## src/rtl/dmem_io_bridge_if.sv

```systemverilog
// Processor data-port / dmem / TX-consumer bundle seen by the I/O bridge.
//   slave  : bridge side (consumes cpu_*, dmem_q, tx_ready; drives the rest)
//   master : environment side (processor, dmem and byte consumer together)
interface dmem_io_bridge_if;
  logic        cpu_strobe;
  logic [11:0] cpu_address;
  logic [31:0] cpu_data;
  logic        cpu_wren;
  logic [31:0] cpu_q;
  logic [11:0] dmem_address;
  logic [31:0] dmem_data;
  logic        dmem_wren;
  logic [31:0] dmem_q;
  logic        tx_valid;
  logic [7:0]  tx_data;
  logic        tx_ready;
  logic        tx_overflow;

  modport slave (
    input  cpu_strobe, cpu_address, cpu_data, cpu_wren, dmem_q, tx_ready,
    output cpu_q, dmem_address, dmem_data, dmem_wren, tx_valid, tx_data,
           tx_overflow
  );

  modport master (
    output cpu_strobe, cpu_address, cpu_data, cpu_wren, dmem_q, tx_ready,
    input  cpu_q, dmem_address, dmem_data, dmem_wren, tx_valid, tx_data,
           tx_overflow
  );
endinterface

```

## src/rtl/dmem_io_bridge.sv

```systemverilog
// Memory-mapped I/O bridge between the processor data port and dmem.
// Loads/stores pass through to dmem except in a 16-word window at IO_BASE,
// which holds a byte TX FIFO (+0), a status register (+1) and a free-running
// cycle counter (+2). I/O read data has the same 1-clock latency as dmem.
// Ports:
//   clock  : fast memory clock (same as dmem)
//   reset  : synchronous, active-high
//   bus    : dmem_io_bridge_if.slave (cpu_*, dmem_*, tx_* signals)
module dmem_io_bridge #(
  parameter int unsigned FIFO_DEPTH = 8,
  parameter logic [11:0] IO_BASE    = 12'hFF0
) (
  input  logic             clock,
  input  logic             reset,
  dmem_io_bridge_if.slave  bus
);

  localparam int unsigned PTR_W = $clog2(FIFO_DEPTH);
  localparam int unsigned CNT_W = PTR_W + 1;

  localparam logic [3:0] OFF_TXDATA = 4'h0;
  localparam logic [3:0] OFF_STATUS = 4'h1;
  localparam logic [3:0] OFF_CYCLES = 4'h2;

  logic             io_sel;
  logic [3:0]       offset;
  logic             wr_qual;
  logic             fifo_empty;
  logic             fifo_full;
  logic             push;
  logic             pop;
  logic             ovf_set;
  logic             ovf_clr;
  logic [PTR_W-1:0] wr_ptr;
  logic [PTR_W-1:0] rd_ptr;
  logic [CNT_W-1:0] count;
  logic [7:0]       mem [FIFO_DEPTH];
  logic             overflow;
  logic [31:0]      cycles;
  logic [31:0]      io_rdata;
  logic [31:0]      io_rdata_q;
  logic             sel_q;

  // Address decode and dmem passthrough (no added latency)
  assign io_sel           = (bus.cpu_address[11:4] == IO_BASE[11:4]);
  assign offset           = bus.cpu_address[3:0];
  assign bus.dmem_address = bus.cpu_address;
  assign bus.dmem_data    = bus.cpu_data;
  assign bus.dmem_wren    = bus.cpu_wren & ~io_sel;

  // Processor holds signals for several clocks; the strobe picks exactly one
  assign wr_qual = bus.cpu_strobe & bus.cpu_wren & io_sel;

  assign fifo_empty = (count == '0);
  assign fifo_full  = (count == CNT_W'(FIFO_DEPTH));

  // Full is judged on the pre-edge count, so a same-clock pop cannot admit a push
  assign push    = wr_qual & (offset == OFF_TXDATA) & ~fifo_full;
  assign ovf_set = wr_qual & (offset == OFF_TXDATA) & fifo_full;
  assign ovf_clr = wr_qual & (offset == OFF_STATUS) & bus.cpu_data[2];
  assign pop     = ~fifo_empty & bus.tx_ready;

  // Head presentation depends only on registered state
  assign bus.tx_valid    = ~fifo_empty;
  assign bus.tx_data     = fifo_empty ? 8'h00 : mem[rd_ptr];
  assign bus.tx_overflow = overflow;

  // I/O register read mux, captured every clock
  always_comb begin
    io_rdata = '0;
    if (io_sel) begin
      case (offset)
        OFF_STATUS: io_rdata = {24'b0, 4'(count), 1'b0, overflow, fifo_full, fifo_empty};
        OFF_CYCLES: io_rdata = cycles;
        default:    io_rdata = '0;
      endcase
    end
  end

  // FIFO pointers and occupancy
  always_ff @(posedge clock) begin
    if (reset) begin
      wr_ptr <= '0;
      rd_ptr <= '0;
      count  <= '0;
    end else begin
      if (push) wr_ptr <= wr_ptr + PTR_W'(1);
      if (pop)  rd_ptr <= rd_ptr + PTR_W'(1);
      case ({push, pop})
        2'b10:   count <= count + CNT_W'(1);
        2'b01:   count <= count - CNT_W'(1);
        default: count <= count;
      endcase
    end
  end

  // FIFO storage; contents are don't-care once count is cleared
  always_ff @(posedge clock) begin
    if (push) mem[wr_ptr] <= bus.cpu_data[7:0];
  end

  // Sticky overflow; a set in the same clock as a clear wins
  always_ff @(posedge clock) begin
    if (reset)        overflow <= 1'b0;
    else if (ovf_set) overflow <= 1'b1;
    else if (ovf_clr) overflow <= 1'b0;
  end

  // Free-running cycle counter, wraps naturally
  always_ff @(posedge clock) begin
    if (reset) cycles <= '0;
    else       cycles <= cycles + 32'd1;
  end

  // Read path register, aligned with dmem's internal output register
  always_ff @(posedge clock) begin
    if (reset) begin
      sel_q      <= 1'b0;
      io_rdata_q <= '0;
    end else begin
      sel_q      <= io_sel;
      io_rdata_q <= io_rdata;
    end
  end

  assign bus.cpu_q = sel_q ? io_rdata_q : bus.dmem_q;

endmodule

```

## src/flat_wrapper.sv

```systemverilog
// flat-port wrapper written by rule: the top's interface ports become plain ports
module dmem_io_bridge_flat 
#(
  parameter int unsigned FIFO_DEPTH = 8,
  parameter logic [11:0] IO_BASE    = 12'hFF0
)
  (clock, reset, bus_cpu_strobe, bus_cpu_address, bus_cpu_data, bus_cpu_wren, bus_dmem_q, bus_tx_ready, bus_cpu_q, bus_dmem_address, bus_dmem_data, bus_dmem_wren, bus_tx_valid, bus_tx_data, bus_tx_overflow);
  dmem_io_bridge_if bus_i ();
  input  logic clock;
  input  logic reset;
  input wire logic [$bits(bus_i.cpu_strobe)-1:0] bus_cpu_strobe;
  input wire logic [$bits(bus_i.cpu_address)-1:0] bus_cpu_address;
  input wire logic [$bits(bus_i.cpu_data)-1:0] bus_cpu_data;
  input wire logic [$bits(bus_i.cpu_wren)-1:0] bus_cpu_wren;
  input wire logic [$bits(bus_i.dmem_q)-1:0] bus_dmem_q;
  input wire logic [$bits(bus_i.tx_ready)-1:0] bus_tx_ready;
  output wire logic [$bits(bus_i.cpu_q)-1:0] bus_cpu_q;
  output wire logic [$bits(bus_i.dmem_address)-1:0] bus_dmem_address;
  output wire logic [$bits(bus_i.dmem_data)-1:0] bus_dmem_data;
  output wire logic [$bits(bus_i.dmem_wren)-1:0] bus_dmem_wren;
  output wire logic [$bits(bus_i.tx_valid)-1:0] bus_tx_valid;
  output wire logic [$bits(bus_i.tx_data)-1:0] bus_tx_data;
  output wire logic [$bits(bus_i.tx_overflow)-1:0] bus_tx_overflow;
  assign bus_i.cpu_strobe = bus_cpu_strobe;
  assign bus_i.cpu_address = bus_cpu_address;
  assign bus_i.cpu_data = bus_cpu_data;
  assign bus_i.cpu_wren = bus_cpu_wren;
  assign bus_i.dmem_q = bus_dmem_q;
  assign bus_i.tx_ready = bus_tx_ready;
  assign bus_cpu_q = bus_i.cpu_q;
  assign bus_dmem_address = bus_i.dmem_address;
  assign bus_dmem_data = bus_i.dmem_data;
  assign bus_dmem_wren = bus_i.dmem_wren;
  assign bus_tx_valid = bus_i.tx_valid;
  assign bus_tx_data = bus_i.tx_data;
  assign bus_tx_overflow = bus_i.tx_overflow;
  dmem_io_bridge #(.FIFO_DEPTH(FIFO_DEPTH), .IO_BASE(IO_BASE)) u_core (.clock(clock), .reset(reset), .bus(bus_i));
endmodule
```

## config.mk

```make
export PLATFORM = sky130hd
export DESIGN_NAME = dmem_io_bridge_flat
export DESIGN_NICKNAME = d
export VERILOG_FILES = /design/src/rtl/dmem_io_bridge_if.sv /design/src/rtl/dmem_io_bridge.sv /design/src/flat_wrapper.sv
export SDC_FILE = /design/constraint.sdc
export NUM_CORES = 1
export LEC_CHECK = 0
export ABC_AREA = 1
export BUFFER_PORTS_ARGS = -buffer_cell sky130_fd_sc_hd__buf_4
export CORE_MARGIN = 5
export CORE_UTILIZATION = 53
export DETAILED_ROUTE_END_ITERATION = 10
export PLACE_DENSITY = 0.8
export RECOVER_POWER = 50
export SKIP_CTS_REPAIR_TIMING = 1
export SLEW_MARGIN = 20
export SYNTH_ARGS = -nofsm -noshare
export SYNTH_HDL_FRONTEND = slang
export SYNTH_SLANG_ARGS = --single-unit
```

## constraint.sdc

```tcl
create_clock -name clock -period 2.8 [get_ports clock]
set_input_delay 0.56 -clock clock [delete_from_list [all_inputs] [get_ports clock]]
set_output_delay 0.56 -clock clock [all_outputs]
set_load 0.01 [all_outputs]
```

==> flow_summary.rst <==
.. list-table::
   :header-rows: 1

   * - Metric
     - Value
   * - Post-layout worst setup margin
     - 0.296 ns
   * - Final Non-Filler Cells
     - 1013
   * - Area growth syn-to-layout
     - 17.9%
   * - Slack of the worst reg-to-reg path
     - 0.61 ns
   * - Post-route setup TNS
     - 0 ns
   * - Initial antenna violation count
     - 0
   * - Hold Crit Endpoint
     - u_core.cycles[31]
   * - Port Buf Inserts
     - 119
   * - Share of synthesized area occupied by flip-flops and latches
     - 52.6%
   * - Final core utilization
     - 63.0%
   * - Maximum ir drop on the vdd rail
     - 0.000429 V
   * - Number of enable-type register cells in the synthesized netlist
     - 64
   * - Post-synth top flop
     - dfxtp_1
   * - Die extent in x
     - 122 um
   * - Highest achievable clock rate
     - 0.399 GHz
   * - I/O pin total
     - 168
   * - Worst Hold Class
     - reg2reg
   * - Final Cycle Share
     - 89.4%
   * - Final number of hold-violating endpoints
     - 0
   * - Wirelength, routed
     - 15800 um
   * - Type of element capturing the critical path
     - output pin
   * - Commonest non-fill, non-tap cells in the layout
     - 131 x nor2_1, 127 x nand2_1, 100 x buf_4
   * - Clock sinks
     - 143
   * - HP Start
     - u_core.cycles[31]
   * - Fin nets
     - 915
   * - Run status
     - finished, final reports clean
   * - # rows
     - 41
   * - Arrival time worst endpoint
     - 1.94 ns
   * - Post-placement cell count
     - 981
   * - Max Transition Viols Final
     - 0
   * - Register-to-Register Path Depth
     - 12
   * - FF+latch count, synth
     - 143
   * - Detailed-router iteration count before antenna repair
     - 5
   * - Distinct cells, synth
     - 36
   * - Synthesized instance count
     - 749
   * - Layout cell share with drive strength beyond 1
     - 22.5%
   * - Post-Place Worst Slack
     - 0.397 ns
   * - Clk_lat worst skew
     - 0.42 ns
   * - Highest-delay cell along the critical path
     - inv_1
   * - Number of violations reported at the end of detailed-routing iteration 0
     - 501
   * - Reg-to-Reg End
     - u_core.count[2]
   * - Cells traversed along the worst timing path
     - inv_1, buf_4, o21ai_0, o22ai_1, nor2_1, nor2_1, buf_4
   * - Number of buffers created by CTS
     - 17
   * - Worst slack on hold paths
     - 0.462 ns
   * - Die footprint
     - 14900 sq um
   * - Total power per unit cell area
     - 745 nW/um^2
   * - Delay of the slowest critical-path stage
     - 0.35 ns
   * - Max-cap violation count
     - 0
   * - Routed vias/inst
     - 5.25
   * - Starting density of the core
     - 53.4%
   * - Worst setup skew after layout
     - 0.00892 ns
   * - Placeable Area
     - 12500 sq um
   * - Detailed-placement wirelength estimate
     - 11100 um
   * - Gr ovfl total
     - 0
   * - Warnings from Yosys
     - 0
   * - Final GP Congestion
     - 0.940
   * - Htree depth
     - 4
   * - Data required time at the worst endpoint
     - 2.24 ns
   * - Cell count of the worst hold path
     - 2
   * - Static Leakage
     - 2.91 nW
   * - CP top delay family
     - buffers and inverters
   * - Routed wire per std cell
     - 15.6 um
   * - Relative max-transition margin
     - 4.97%
   * - Clock-pin transition on the worst setup and hold timing paths
     - 0.06 ns
   * - DRC
     - 0
   * - Number of global-route vias before repair
     - 5128
   * - Count of buffer and inverter cells on the critical path
     - 3
   * - Final antenna-violating net count
     - 0
   * - Antenna diode count
     - 0
   * - Post-synthesis net count
     - 836
   * - Most common cell after layout, fill and taps aside
     - nor2_1
   * - Die Span Y
     - 122 um
   * - Transition time at the pin with the least slew margin
     - 1.43 ns
   * - Class of the most critical setup path
     - reg2out
   * - Number of buffers on the longest clock path
     - 2
   * - Average instance area after synthesis
     - 8.89 sq um
   * - CTS tree
     - built
   * - CTS Root Buffer Type
     - clkbuf_16
   * - Pin count of the biggest net entering global routing
     - 33
   * - Critical Path Source Type
     - flop
   * - Vias
     - 5323
   * - Maximum fanout along the worst path
     - 17
   * - Post-layout minimum cycle time
     - 2.50 ns
   * - Fraction of synthesis flops using an asynchronous set or reset pin
     - 0%
   * - Launch instance of the worst register-to-register path
     - u_core.count[0]
   * - Number of setup violations in the final report
     - 0
   * - GRT Total Usage
     - 21.5%
   * - First-pass GRT wire length
     - 24800 um
   * - Post-Syn Area
     - 6660 sq um
   * - Unrepaired setup endpoints after global routing
     - false
-- metrics by stage --
step                total power (W)  cell area, sq um
floorplan                   0.00323              6660
global placement            0.00371              7400
detailed placement          0.00374              7400
CTS                         0.00589              7970
global route                0.00614              7850
finish                      0.00585              7850
-- final cells by class --
| type | count | area [sq um] |
|---|---|---|
| Timing Repair Buffer | 129 | 860 |
| Fill cell | 1028 | 4610 |
| Inverter | 53 | 199 |
| Tap cell | 172 | 215 |
| Clock inverter | 15 | 138 |
| Clock buffer | 17 | 425 |
| Multi-Input combinational cell | 484 | 2510 |
| Sequential cell | 143 | 3500 |
-- worst max path at each step --
stage | startpoint | end | slack (ns) | cells after the start
finish | flop | bus_tx_data[3] | 0.30 | 7
floorplan | bus_cpu_address[5] | u_core.count[2] | 0.67 | 14
detailed placement | bus_cpu_address[5] | u_core.count[2] | 0.40 | 15
CTS | flop | bus_tx_data[4] | 0.24 | 6
global placement | bus_cpu_address[5] | u_core.count[2] | 0.48 | 15
global route | flop | bus_tx_data[6] | 0.09 | 7
-- synth_stat cells (5+ instances only) --
master	count	share of area, %
dfxtp_1	79	24
mux2_2	31	5.2
inv_1	51	2.9
a21oi_1	37	2.8
nand4_1	5	0.47
clkbuf_1	14	0.79
nor3_1	19	1.4
nor2_1	130	7.3
nand3_1	25	1.9
buf_2	11	0.83
o22ai_1	8	0.75
ha_1	6	1.1
o21ai_0	48	3.6
edfxtp_1	64	29
buf_4	44	5.0
nor2_2	13	1.2
nand2_1	127	7.2
o211ai_1	8	0.90
-- cell families (layout without fill, tap and decap cells) --
group,after synthesis,after routing,share of synthesized area [%]
muxes,32,32,5.41
and+or+nand+nor,332,332,21.7
adders and majority gates,6,6,1.13
DFF,143,143,52.6
xor gates and xnor gates,5,5,0.658
AOI/OAI and AO/OA,109,109,8.96
buffers and inverters,122,214,9.56
-- sequential cells by signal, summed over array words and instances, names as in the netlist, named ones only --
register	count
u_core.bus.tx_overflow	1
u_core.count	4
u_core.cycles	32
u_core.io_rdata_q	32
u_core.mem	64
u_core.rd_ptr	3
u_core.sel_q	1
u_core.wr_ptr	3
-- power by group --
group / internal, W / total, W / leakage (nW) / switching [W]
logic: 0.000560 / 0.00138 / 1.42 / 0.000815
clock network: 0.00118 / 0.00213 / 0.277 / 0.000955
registers: 0.00224 / 0.00234 / 1.21 / 0.000101
total: 0.00398 / 0.00585 / 2.91 / 0.00187
-- worst min-delay path: stages, from the launching register on --
cell and delay, ns:
dfxtp_1 0.31, nand2_1 0.06, a21oi_1 0.05
-- layer usage --
| metal | GRT usage, % | wire length (um) | vias up |
|---|---|---|---|
| met5 | 0 | 0 | - |
| met4 | 10.6 | 568 | 0 |
| met3 | 4.78 | 953 | 44 |
| met2 | 35.9 | 7810 | 201 |
| met1 | 26.4 | 6460 | 2455 |
| li1 | - | - | 2623 |
No activity file was read; power rests on OpenSTA's default activity.
